**src/rtl/seq_control.sv**
```systemverilog
// seq_control: multicycle FETCH/DECODE/EXEC/MEM/WB sequencer.
// Define SEQ_PERF_EN to build the cycle and retired-instruction counters.
module seq_control #(
    parameter int unsigned MEM_TIMEOUT = 15
) (
    input  logic        clk_s,
    input  logic        rst_n,
    input  logic        run,
    input  logic [5:0]  op,
    input  logic        zf,
    input  logic        mem_ready,
    output logic        pc_en,
    output logic [1:0]  pc_sel,
    output logic        ir_en,
    output logic        reg_we,
    output logic        ram_re,
    output logic        ram_we,
    output logic        busy,
    output logic        illegal,
    output logic        timeout,
    output logic [2:0]  state,
    output logic [31:0] cyc_cnt,
    output logic [31:0] instr_cnt
);
    typedef enum logic [2:0] {
        S_IDLE   = 3'd0,
        S_FETCH  = 3'd1,
        S_DECODE = 3'd2,
        S_EXEC   = 3'd3,
        S_MEM    = 3'd4,
        S_WB     = 3'd5,
        S_HALT   = 3'd6
    } state_t;

    localparam logic [5:0] OP_R    = 6'h00;
    localparam logic [5:0] OP_LW   = 6'h23;
    localparam logic [5:0] OP_SW   = 6'h2B;
    localparam logic [5:0] OP_BEQ  = 6'h04;
    localparam logic [5:0] OP_J    = 6'h02;
    localparam logic [5:0] OP_ADDI = 6'h08;

    // Last count value before the limit; a miss here is the timeout.
    localparam logic [7:0] WAIT_LAST = 8'(MEM_TIMEOUT - 1);

    state_t     r_state;
    logic [7:0] r_wait;
    logic       r_illegal;
    logic       r_timeout;

    logic       w_legal;
    logic       w_busy;
    logic       w_pc_en;
    logic [1:0] w_pc_sel;
    logic       w_ir_en;
    logic       w_reg_we;
    logic       w_ram_re;
    logic       w_ram_we;
    state_t     w_retire;

    assign w_legal = (op == OP_R) || (op == OP_LW) || (op == OP_SW) ||
                     (op == OP_BEQ) || (op == OP_J) || (op == OP_ADDI);
    assign w_busy   = (r_state != S_IDLE) && (r_state != S_HALT);
    assign w_retire = run ? S_FETCH : S_IDLE;

    // Strobes decoded from the current state and the live inputs
    always_comb begin
        w_pc_en  = 1'b0;
        w_pc_sel = 2'b00;
        w_ir_en  = 1'b0;
        w_reg_we = 1'b0;
        w_ram_re = 1'b0;
        w_ram_we = 1'b0;
        case (r_state)
            S_FETCH: w_ir_en = mem_ready;
            S_DECODE: begin
                if (op == OP_J) begin
                    w_pc_en  = 1'b1;
                    w_pc_sel = 2'b10;
                end
            end
            S_EXEC: begin
                if (op == OP_BEQ) begin
                    w_pc_en  = 1'b1;
                    w_pc_sel = {1'b0, zf};
                end
            end
            S_MEM: begin
                w_ram_re = (op == OP_LW);
                w_ram_we = (op == OP_SW);
                w_pc_en  = (op == OP_SW) && mem_ready;
            end
            S_WB: begin
                w_reg_we = 1'b1;
                w_pc_en  = 1'b1;
            end
            default: ;
        endcase
    end

    // Sequencer state, memory wait counter and sticky fault flags
    always_ff @(posedge clk_s or negedge rst_n) begin
        if (!rst_n) begin
            r_state   <= S_IDLE;
            r_wait    <= 8'd0;
            r_illegal <= 1'b0;
            r_timeout <= 1'b0;
        end else begin
            case (r_state)
                S_IDLE: begin
                    if (run) begin
                        r_state <= S_FETCH;
                        r_wait  <= 8'd0;
                    end
                end
                S_FETCH: begin
                    if (mem_ready) begin
                        r_state <= S_DECODE;
                    end else begin
                        r_wait <= r_wait + 8'd1;
                        if (r_wait == WAIT_LAST) begin
                            r_state   <= S_HALT;
                            r_timeout <= 1'b1;
                        end
                    end
                end
                S_DECODE: begin
                    if (!w_legal) begin
                        r_state   <= S_HALT;
                        r_illegal <= 1'b1;
                    end else if (op == OP_J) begin
                        r_state <= w_retire;
                        r_wait  <= 8'd0;
                    end else begin
                        r_state <= S_EXEC;
                    end
                end
                S_EXEC: begin
                    if (op == OP_BEQ) begin
                        r_state <= w_retire;
                        r_wait  <= 8'd0;
                    end else if (op == OP_LW || op == OP_SW) begin
                        r_state <= S_MEM;
                        r_wait  <= 8'd0;
                    end else begin
                        r_state <= S_WB;
                    end
                end
                S_MEM: begin
                    if (mem_ready) begin
                        if (op == OP_LW) begin
                            r_state <= S_WB;
                        end else begin
                            r_state <= w_retire;
                            r_wait  <= 8'd0;
                        end
                    end else begin
                        r_wait <= r_wait + 8'd1;
                        if (r_wait == WAIT_LAST) begin
                            r_state   <= S_HALT;
                            r_timeout <= 1'b1;
                        end
                    end
                end
                S_WB: begin
                    r_state <= w_retire;
                    r_wait  <= 8'd0;
                end
                S_HALT: r_state <= S_HALT;
                default: r_state <= S_IDLE;
            endcase
        end
    end

`ifdef SEQ_PERF_EN
    logic [31:0] r_cyc_cnt;
    logic [31:0] r_instr_cnt;

    // Busy-cycle and retired-instruction counters, free-running wrap
    always_ff @(posedge clk_s or negedge rst_n) begin
        if (!rst_n) begin
            r_cyc_cnt   <= 32'd0;
            r_instr_cnt <= 32'd0;
        end else begin
            if (w_busy) r_cyc_cnt <= r_cyc_cnt + 32'd1;
            if (w_pc_en) r_instr_cnt <= r_instr_cnt + 32'd1;
        end
    end

    assign cyc_cnt   = r_cyc_cnt;
    assign instr_cnt = r_instr_cnt;
`else
    assign cyc_cnt   = 32'd0;
    assign instr_cnt = 32'd0;
`endif

    assign pc_en   = w_pc_en;
    assign pc_sel  = w_pc_sel;
    assign ir_en   = w_ir_en;
    assign reg_we  = w_reg_we;
    assign ram_re  = w_ram_re;
    assign ram_we  = w_ram_we;
    assign busy    = w_busy;
    assign illegal = r_illegal;
    assign timeout = r_timeout;
    assign state   = r_state;
endmodule

```
**config.mk**
```make
export PLATFORM = sky130hd
export DESIGN_NAME = seq_control
export DESIGN_NICKNAME = d
export VERILOG_FILES = /design/src/rtl/seq_control.sv
export SDC_FILE = /design/constraint.sdc
export NUM_CORES = 1
export LEC_CHECK = 0
export CORE_MARGIN = 2
export CORE_UTILIZATION = 41
export CTS_CLUSTER_DIAMETER = 100
export CTS_CLUSTER_SIZE = 20
export DETAILED_ROUTE_END_ITERATION = 7
export GPL_ROUTABILITY_DRIVEN = 0
export PLACE_DENSITY = 0.83
export SKIP_CTS_REPAIR_TIMING = 1
export SYNTH_ARGS = -nofsm -noshare
export SYNTH_HDL_FRONTEND = slang
export SYNTH_SLANG_ARGS = --single-unit
```
**constraint.sdc**
```tcl
create_clock -name clk_s -period 3.05 [get_ports clk_s]
set_input_delay 0.61 -clock clk_s [delete_from_list [all_inputs] [get_ports clk_s]]
set_output_delay 0.61 -clock clk_s [all_outputs]
set_load 0.01 [all_outputs]
```
Word level (Yosys, flattened, before mapping)

Index checks and enable logic that the tools add are counted.

Flip-flop bits (word level): 13
Input bits: 11
Output and inout bits: 77
Logic and storage cells: 72

Add/sub/neg operators: 1
Equal/unequal tests: 19
Mux-type cells: 30
Bitwise operators: 2
Reduce and logical (&&, ||, !) cells: 16

Operators with widths:

| kind                                                                  | number |
|---|---|
| 8-bit 2-to-1 mux                                                      | 8 |
| 8-bit case mux with 6 select lines                                    | 1 |
| 3-bit 2-to-1 mux                                                      | 7 |
| 3-bit case mux with 7 select lines                                    | 1 |
| 6-bit equality test, second input constant                            | 2 |
| 3-bit equality test, second input constant                            | 3 |
| 1-bit 2-to-1 mux                                                      | 9 |
| 3-bit != test, second input constant                                  | 3 |
| 8-bit by 1-bit adder with 8-bit output, second input constant         | 1 |
| 8-bit by 4-bit equality test with 1-bit output, second input constant | 1 |
| 2-bit != test, second input constant                                  | 4 |
| 7-bit AND reduction                                                   | 1 |
| 3-bit by 2-bit equality test with 1-bit output, second input constant | 2 |
| 6-bit by 2-bit equality test with 1-bit output, second input constant | 1 |
| 6-bit by 3-bit equality test with 1-bit output, second input constant | 1 |
| 6-bit by 4-bit equality test with 1-bit output, second input constant | 1 |
| 6-bit zero test                                                       | 1 |
| 1-bit logical OR                                                      | 6 |
| 6-bit nonzero test                                                    | 1 |
| 2-bit 2-to-1 mux                                                      | 2 |
| 1-bit case mux with 4 select lines                                    | 1 |
| 2-bit case mux with 2 select lines                                    | 1 |
| 3-bit by 1-bit equality test with 1-bit output, second input constant | 1 |
| 3-bit zero test                                                       | 1 |
| 6 further kinds                                                       | 8 |

Longest topological paths before layout

Gate-level depths: netlist (run 1).

Depth after elaboration: 8
Mapped depth: 6

Least setup slack after synthesis (run 1)

Ideal clock, no wire load.

Kind: in2out
From: in op[4]
To: out pc_en
Data arrival time: 1.685 ns
Data required time: 2.440 ns
Path slack: 0.755 ns
Stages: 4
Buffers on the path: 0
Cell sequence: or4b_4 -> nor3_1 -> a21oi_1 -> o21ai_0

Longest elaborated chain between the ends: 3

RTL lines:

| item                                                                         | RTL line | source |
|---|---|---|
| start: declaration                                                           | 9        | `input logic [5:0] op,` |
| 6-bit by 3-bit equality test with 1-bit output, or another cell as far along | 82       | `if (op == OP_BEQ) begin` |
| 1-bit 2-to-1 mux, or another cell as far along                               | 82       |  |
| 1-bit case mux with 4 select lines *                                         | 73       | `case (r_state)` |
| end: declaration                                                             | 12       | `output logic pc_en,` |

Mark *: on every way between the ends. The rest lies on a longest branch, timed or not.

Worst setup path after layout (run 1)

From: in op[0]
To: out ram_we

Longest elaborated chain between the ends: 2

RTL lines:

| item                | RTL line | source |
|---|---|---|
| 6-bit equality test | 89       | `w_ram_we = (op == OP_SW);` |
| 1-bit 2-to-1 mux    | 73       |  |
| end: declaration    | 17       | `output logic ram_we,` |

No other way between the ends.

==> metrics, run 1 <==
outcome complete, no violations; Relative slew margins 58.1%; Sequential Area 325 um^2; Core Util, Final 49.7%; IO Port Bufs 23; final period demand of the worst path 2990 ps; largest net degree at the start of global routing 20; HPWL after detailed placement 2.39 mm; Pins Over Slew Limit 0; Placement Setup Slack -158 ps; Hold/Removal Path Class reg2reg; vias in the first global route 1091; WP data required 2440 ps; post-detailed-route DRC marker count 0; Post-Syn Instances 187; Fmax 334 MHz; layout cell share with drive strength beyond 1 13.7%; CTS root buf clkbuf_4; CP Launch Type primary input; Pwr Total 922 uW; Core Region 3390 um^2; # Max-Cap Violations 0; Die Area 4100 um^2; Horiz. Die Dim 64.0 um; CP Buf/Inv Count 4; CTS Sinks 13; flop2flop setup slack 1070 ps; ys async rst share 100%; Final WS setup 56.3 ps; critical path's slowest cell clkdlybuf4s50_1; PD cells 547 nW/um^2; worst-skew pair later-pin latency 270 ps; # fillers 339; Slew @ Worst Pin 625 ps; via count 1290; register area share after synthesis 22.0%; Clk pin slew, worst setup/hold paths 80 ps; GRT overflow 0; total track usage 13.8%; mean routed wirelength per cell 11.1 um; row count 21; CP arrival 2380 ps; Critical Path Fanout Max 3; Initial Util 43.6%; initial antenna violation count 0; Warnings, synthesis 0; CP max stage delay 520 ps; Clock Skews 0.381 ps; Via-to-Cell Ratio 4.74; final hold slack 488 ps; # IOs 88; Post-synth EDFFs 0; synth unique cells 43; first-pass GRT wire length 4.65 mm; Worst Setup End Kind primary output; DR pass1 iterations 4; worst setup path class in2out; # setup viols final 0; Avg Cell Area, Syn 7.90 um^2; Final Hold Viols 0; CTS tree yes; clock buffer depth 2; synthesized area 1480 um^2; Die Y-Extent 64.0 um; maximum VDD drop 229 uV; area occupied by multi-input gates 883 um^2; Nets 240; synthesis-to-finish area growth 14.1%; CP top delay family buffers and inverters; unrepaired setup endpoints after global routing no; leak pwr 0.000864 uW; Post-DP Area 1630 um^2; # diodes 0; Design Area, Final 1680 um^2; Final ANT Viol Nets 0; Yosys reg bits 13; CP Cell Sequence clkdlybuf4s50_1, buf_4, nand4b_1, nor3_4, buf_4, clkdlybuf4s50_1; total CTS buffers 3; initial DRC count 27; Top FF cell, synth dfrtp_1; H-tree level count 1; Total Wirelength 3.02 mm; Final Cycle Share 98.2%
==> sequential cells by signal, summed over array words and instances, names as in the netlist <==
signal	count
state	3
r_wait	8
timeout	1
illegal	1
==> power breakdown <==
part	total, uW	switching [uW]	internal [uW]	leakage, uW
sequential	228	23.4	204	0.000170
combinational	592	353	239	0.000676
clock	102	53.9	48.5	0.0000177
total	922	430	492	0.000864
==> final timing paths <==
check	startpoint	to	depth (start not counted)
worst max register to register	state[0]$_DFFE_PN0N_	state[0]$_DFFE_PN0N_	6
worst min-delay path	timeout$_DFFE_PN0P_	timeout$_DFFE_PN0P_	1
worst max-delay path	op[0]	ram_we	6
max in group asynchronous	rst_n	r_wait[0]$_DFFE_PN0P_	1
min in group asynchronous	rst_n	state[0]$_DFFE_PN0N_	1
worst min register to register	timeout$_DFFE_PN0P_	timeout$_DFFE_PN0P_	1
==> layer usage <==
layer  GRT usage [%]  share of wire (%)
met1            16.8                 41
met2            23.8                 50
met3            3.70                7.2
met4            3.80                1.5
met5               0                  0
==> cells in the mapped netlist, types with 2 or more instances <==
| library cell | instances | area [um^2] |
|---|---|---|
| buf_4 | 64 | 480 |
| dfrtp_1 | 13 | 325 |
| nand2_1 | 12 | 45.0 |
| o21ai_0 | 12 | 60.1 |
| nor3_1 | 10 | 50.1 |
| a21oi_1 | 6 | 30.0 |
| nor2_1 | 6 | 22.5 |
| a31oi_1 | 5 | 31.3 |
| inv_1 | 4 | 15.0 |
| nand3_1 | 4 | 20.0 |
| nor2b_1 | 4 | 25.0 |
| clkbuf_1 | 3 | 11.3 |
| nand2b_1 | 3 | 18.8 |
| nor4_1 | 3 | 18.8 |
| o21bai_1 | 3 | 22.5 |
| and2_1 | 2 | 12.5 |
| and3_1 | 2 | 12.5 |
| ha_1 | 2 | 25.0 |
| o211ai_1 | 2 | 15.0 |
| o21ai_1 | 2 | 10.0 |
| o22ai_1 | 2 | 12.5 |
| or2_2 | 2 | 12.5 |
==> cells by family (layout without fill, tap and decap cells) <==
group	count (synthesis)	count (layout)	share of synthesized area, %
other cells	1	64	0.254
compound gates	41	41	18.5
simple gates	57	57	22.1
buf+inv	73	49	35.4
fa+ha+maj	2	2	1.69
flops	13	13	22.0
==> area by class of cell <==
| class | instances | share of cell area (%) |
|---|---|---|
| flip-flops and latches | 13 | 19.3 |
| well taps | 46 | 3.42 |
| clock buffers | 3 | 1.34 |
| clock inverters | 1 | 0.297 |
| multi-input cells | 164 | 52.5 |
| repair buffers | 41 | 22.3 |
| inverters | 4 | 0.892 |
==> layout by cell type, fill, tap and decap left out, drive strengths merged, types with 2 or more instances in the layout <==
cell and n:
a21oi 6, inv 4, dlymetal6s2s 4, or2 2, and3 2, nand3 4, nand2 12, buf 18
nor4 4, nor2b 4, clkdlybuf4s50 19, o211ai 2, o21ai 14, dfrtp 13, and2 2, o22ai 2
a31oi 5, clkbuf 3, o21bai 4, nor2 6, conb 64, ha 2, nand2b 3, nor3 10
==> through the flow <==
step | std cells | TNS, ps
4_1_cts | 272 | -431
3_5_place_dp | 268 | -419
6_report | 272 | 0
5_1_grt | 272 | 0
3_3_place_gp | 268 | -148
2_1_floorplan | 250 | 0
Note: power is estimated with default switching activity, not from simulation.
==> inputs of run 2 (changes only) <==
CORE_MARGIN = default   (was 2)
==> run 2 against run 1 <==
  * The flow now finishes with violations (negative setup slack)
  * Global-route usage up 0.77 points
  * Clock power about the same
  * Die area fell by 6.2%
  * Combinational power hardly changed
  * Hold slack improved by 2.5 ps
  * Critical path type unchanged
  * Largest power group unchanged
==> metrics, run 2 (synthesis gave the netlist of run 1 again) <==
CTS root buf clkbuf_4; Clk pin slew, worst setup/hold paths 70 ps (about the same); Psw 433 uW (+0.64%); Die Area 3850 um^2 (-6.2%); # Max-Cap Violations 0 (unchanged); CP arrival 2460 ps (+80 ps); CTS tree yes; synthesis-to-finish area growth 13.1%; clock buffer depth 2 (unchanged); largest reg by FF count r_wait; PD cells 553 nW/um^2 (+1.1%); Fmax 326 MHz (-2.5%); hold worst-path end illegal$_DFFE_PN0P_; # setup viols final 1 (+1); end of the worst register-to-register path state[0]$_DFFE_PN0N_; Nets 238 (-0.83%); # fillers 334 (-1.5%); H-tree level count 1 (unchanged); Critical Path Fanout Max 3 (unchanged); Via-to-Cell Ratio 4.71 (-0.59%); Relative slew margins 58.8% (+0.73 points); Combinational Power Share 64.2% (about the same); flop2flop setup slack 1070 ps (about the same); most frequent cells in the layout 64 x conb_1, 20 x clkdlybuf4s50_1, 16 x buf_4; cell depth of the worst setup path 5 (-1); # diodes 0 (unchanged); total track usage 14.6% (+0.77 points); row count 21 (unchanged); CP Cell Sequence clkdlybuf4s50_1, or4b_4, nor3_4, buf_4, clkdlybuf4s50_1; Placement Setup Slack -88.5 ps (+69.9 ps); vias in the first global route 970 (-11%); maximum VDD drop 215 uV (-5.9%); # IOs 88 (unchanged); layout cell share with drive strength beyond 1 12.9% (-0.77 points); Pwr Total 925 uW (+0.27%); outcome complete, but fails checks; Sw Share 46.8% (+0.17 points); Reg-to-Reg Start state[1]$_DFFE_PN0N_; Core Region 3390 um^2 (unchanged); first-pass GRT wire length 4.18 mm (-10%); failing checks negative setup slack; worst-skew pair later-pin latency 270 ps (about the same); WP data required 2440 ps (about the same); leak pwr 0.000845 uW (-2.1%); HPWL after detailed placement 2.24 mm (-6.4%); Int Pwr 492 uW (about the same); IO Port Bufs 23 (unchanged); Total Wirelength 2.96 mm (-2.2%); CP Launch Type primary input; min-delay src illegal$_DFFE_PN0P_; Final WS setup -21.4 ps (-77.7 ps); Sequential Area 325 um^2 (unchanged); Horiz. Die Dim 62.0 um (-3.1%); hold depth 1 (unchanged); largest net degree at the start of global routing 20 (unchanged); GRT overflow 0 (unchanged); final hold slack 491 ps (+2.50 ps); Clock Skews 2.85 ps (+2.46 ps); total CTS buffers 3 (unchanged); Final Cycle Share 101% (+2.5 points); Flop pwr share 24.8% (about the same); Final Hold Viols 0 (unchanged); Critical Path Most Common Cell clkdlybuf4s50_1; Die Y-Extent 62.0 um (-3.1%); area occupied by multi-input gates 887 um^2 (+0.42%); initial DRC count 66 (+140%); CTS Sinks 13 (unchanged); CP max stage delay 550 ps (+30 ps); Final ANT Viol Nets 0 (unchanged); number of flip-flops in the largest register 8 (unchanged); final period demand of the worst path 3070 ps (+77.7 ps); Initial Util 43.6% (unchanged); CP Buf/Inv Count 3 (-1); Slew @ Worst Pin 614 ps (-10.8 ps); clock power share 11.1% (about the same); Hold/Removal Path Class reg2reg; worst setup path class in2out; post-detailed-route DRC marker count 0 (unchanged); unrepaired setup endpoints after global routing yes; CP top delay family buffers and inverters; via count 1273 (-1.3%); mean routed wirelength per cell 11.0 um (-1.4%); critical path's slowest cell or4b_4; DR pass1 iterations 4 (unchanged); Pins Over Slew Limit 0 (unchanged); commonest non-fill, non-tap cell in the layout conb_1; R2R cell count 6 (unchanged); Worst Setup End Kind primary output; initial antenna violation count 0 (unchanged)
## run 2: cell count changes in the layout (fill, tap and decap cells not counted)
cell / before / now
buf_4: 18 / 16
and3b_1: 0 / 1
and3b_2: 1 / 0
clkdlybuf4s50_1: 19 / 20
dlymetal6s2s_1: 4 / 3
nor3_1: 9 / 8
nor3_2: 0 / 1
## run 2: worst max path at each step
stage | to | startpoint | slack, ps
floorplan | pc_en | op[4] | 760
global placement | pc_en | op[0] | -70
detailed placement | pc_en | op[4] | -90
CTS | pc_en | op[4] | -100
global route | ram_we | op[4] | -70
finish | ram_we | op[4] | -20
## run 2: power by group through the flow
stage | sequential, uW | clock [uW] | combinational (uW)
after floorplan | 248 | 0 | 425
after global placement | 232 | 0 | 571
after detailed placement | 233 | 0 | 581
after CTS | 229 | 110 | 583
after global routing | 232 | 120 | 654
final | 229 | 102 | 593
## run 2: cell type report
class	count	share of cell area, %
Clock inverter	1	0.300
Sequential cell	13	19.5
Clock buffer	3	1.35
Multi-Input combinational cell	164	53.1
Tap cell	46	3.45
Inverter	4	0.899
Timing Repair Buffer	39	21.4
## run 2: worst reg2reg max path, cell delays in order (launching register included)
cell      delay (ps)
dfrtp_1          400
or4b_4           580
buf_4            160
nor4b_2          200
o21bai_4         210
nor4_2            90
a311oi_1         250
## run 2: metal layers
layer / vias up / wire length (um) / part of all wire [%] / track usage [%]
met2: 76 / 1500 / 51 / 25.1
met5: - / 0 / 0 / 0
met1: 587 / 1220 / 41 / 18.8
met3: 6 / 190 / 6.4 / 3.31
li1: 604 / - / - / -
met4: 0 / 44 / 1.5 / 2.86
## run 2: through the flow
step	std cells	setup TNS [ps]	utilization, %	instance area [um^2]
3_5_place_dp	266	-171	47.6	1610
5_1_grt	270	-65.8	49.3	1670
3_3_place_gp	266	-128	47.6	1610
4_1_cts	270	-203	48.4	1640
6_report	270	-21.4	49.3	1670
2_1_floorplan	250	0	-	1710
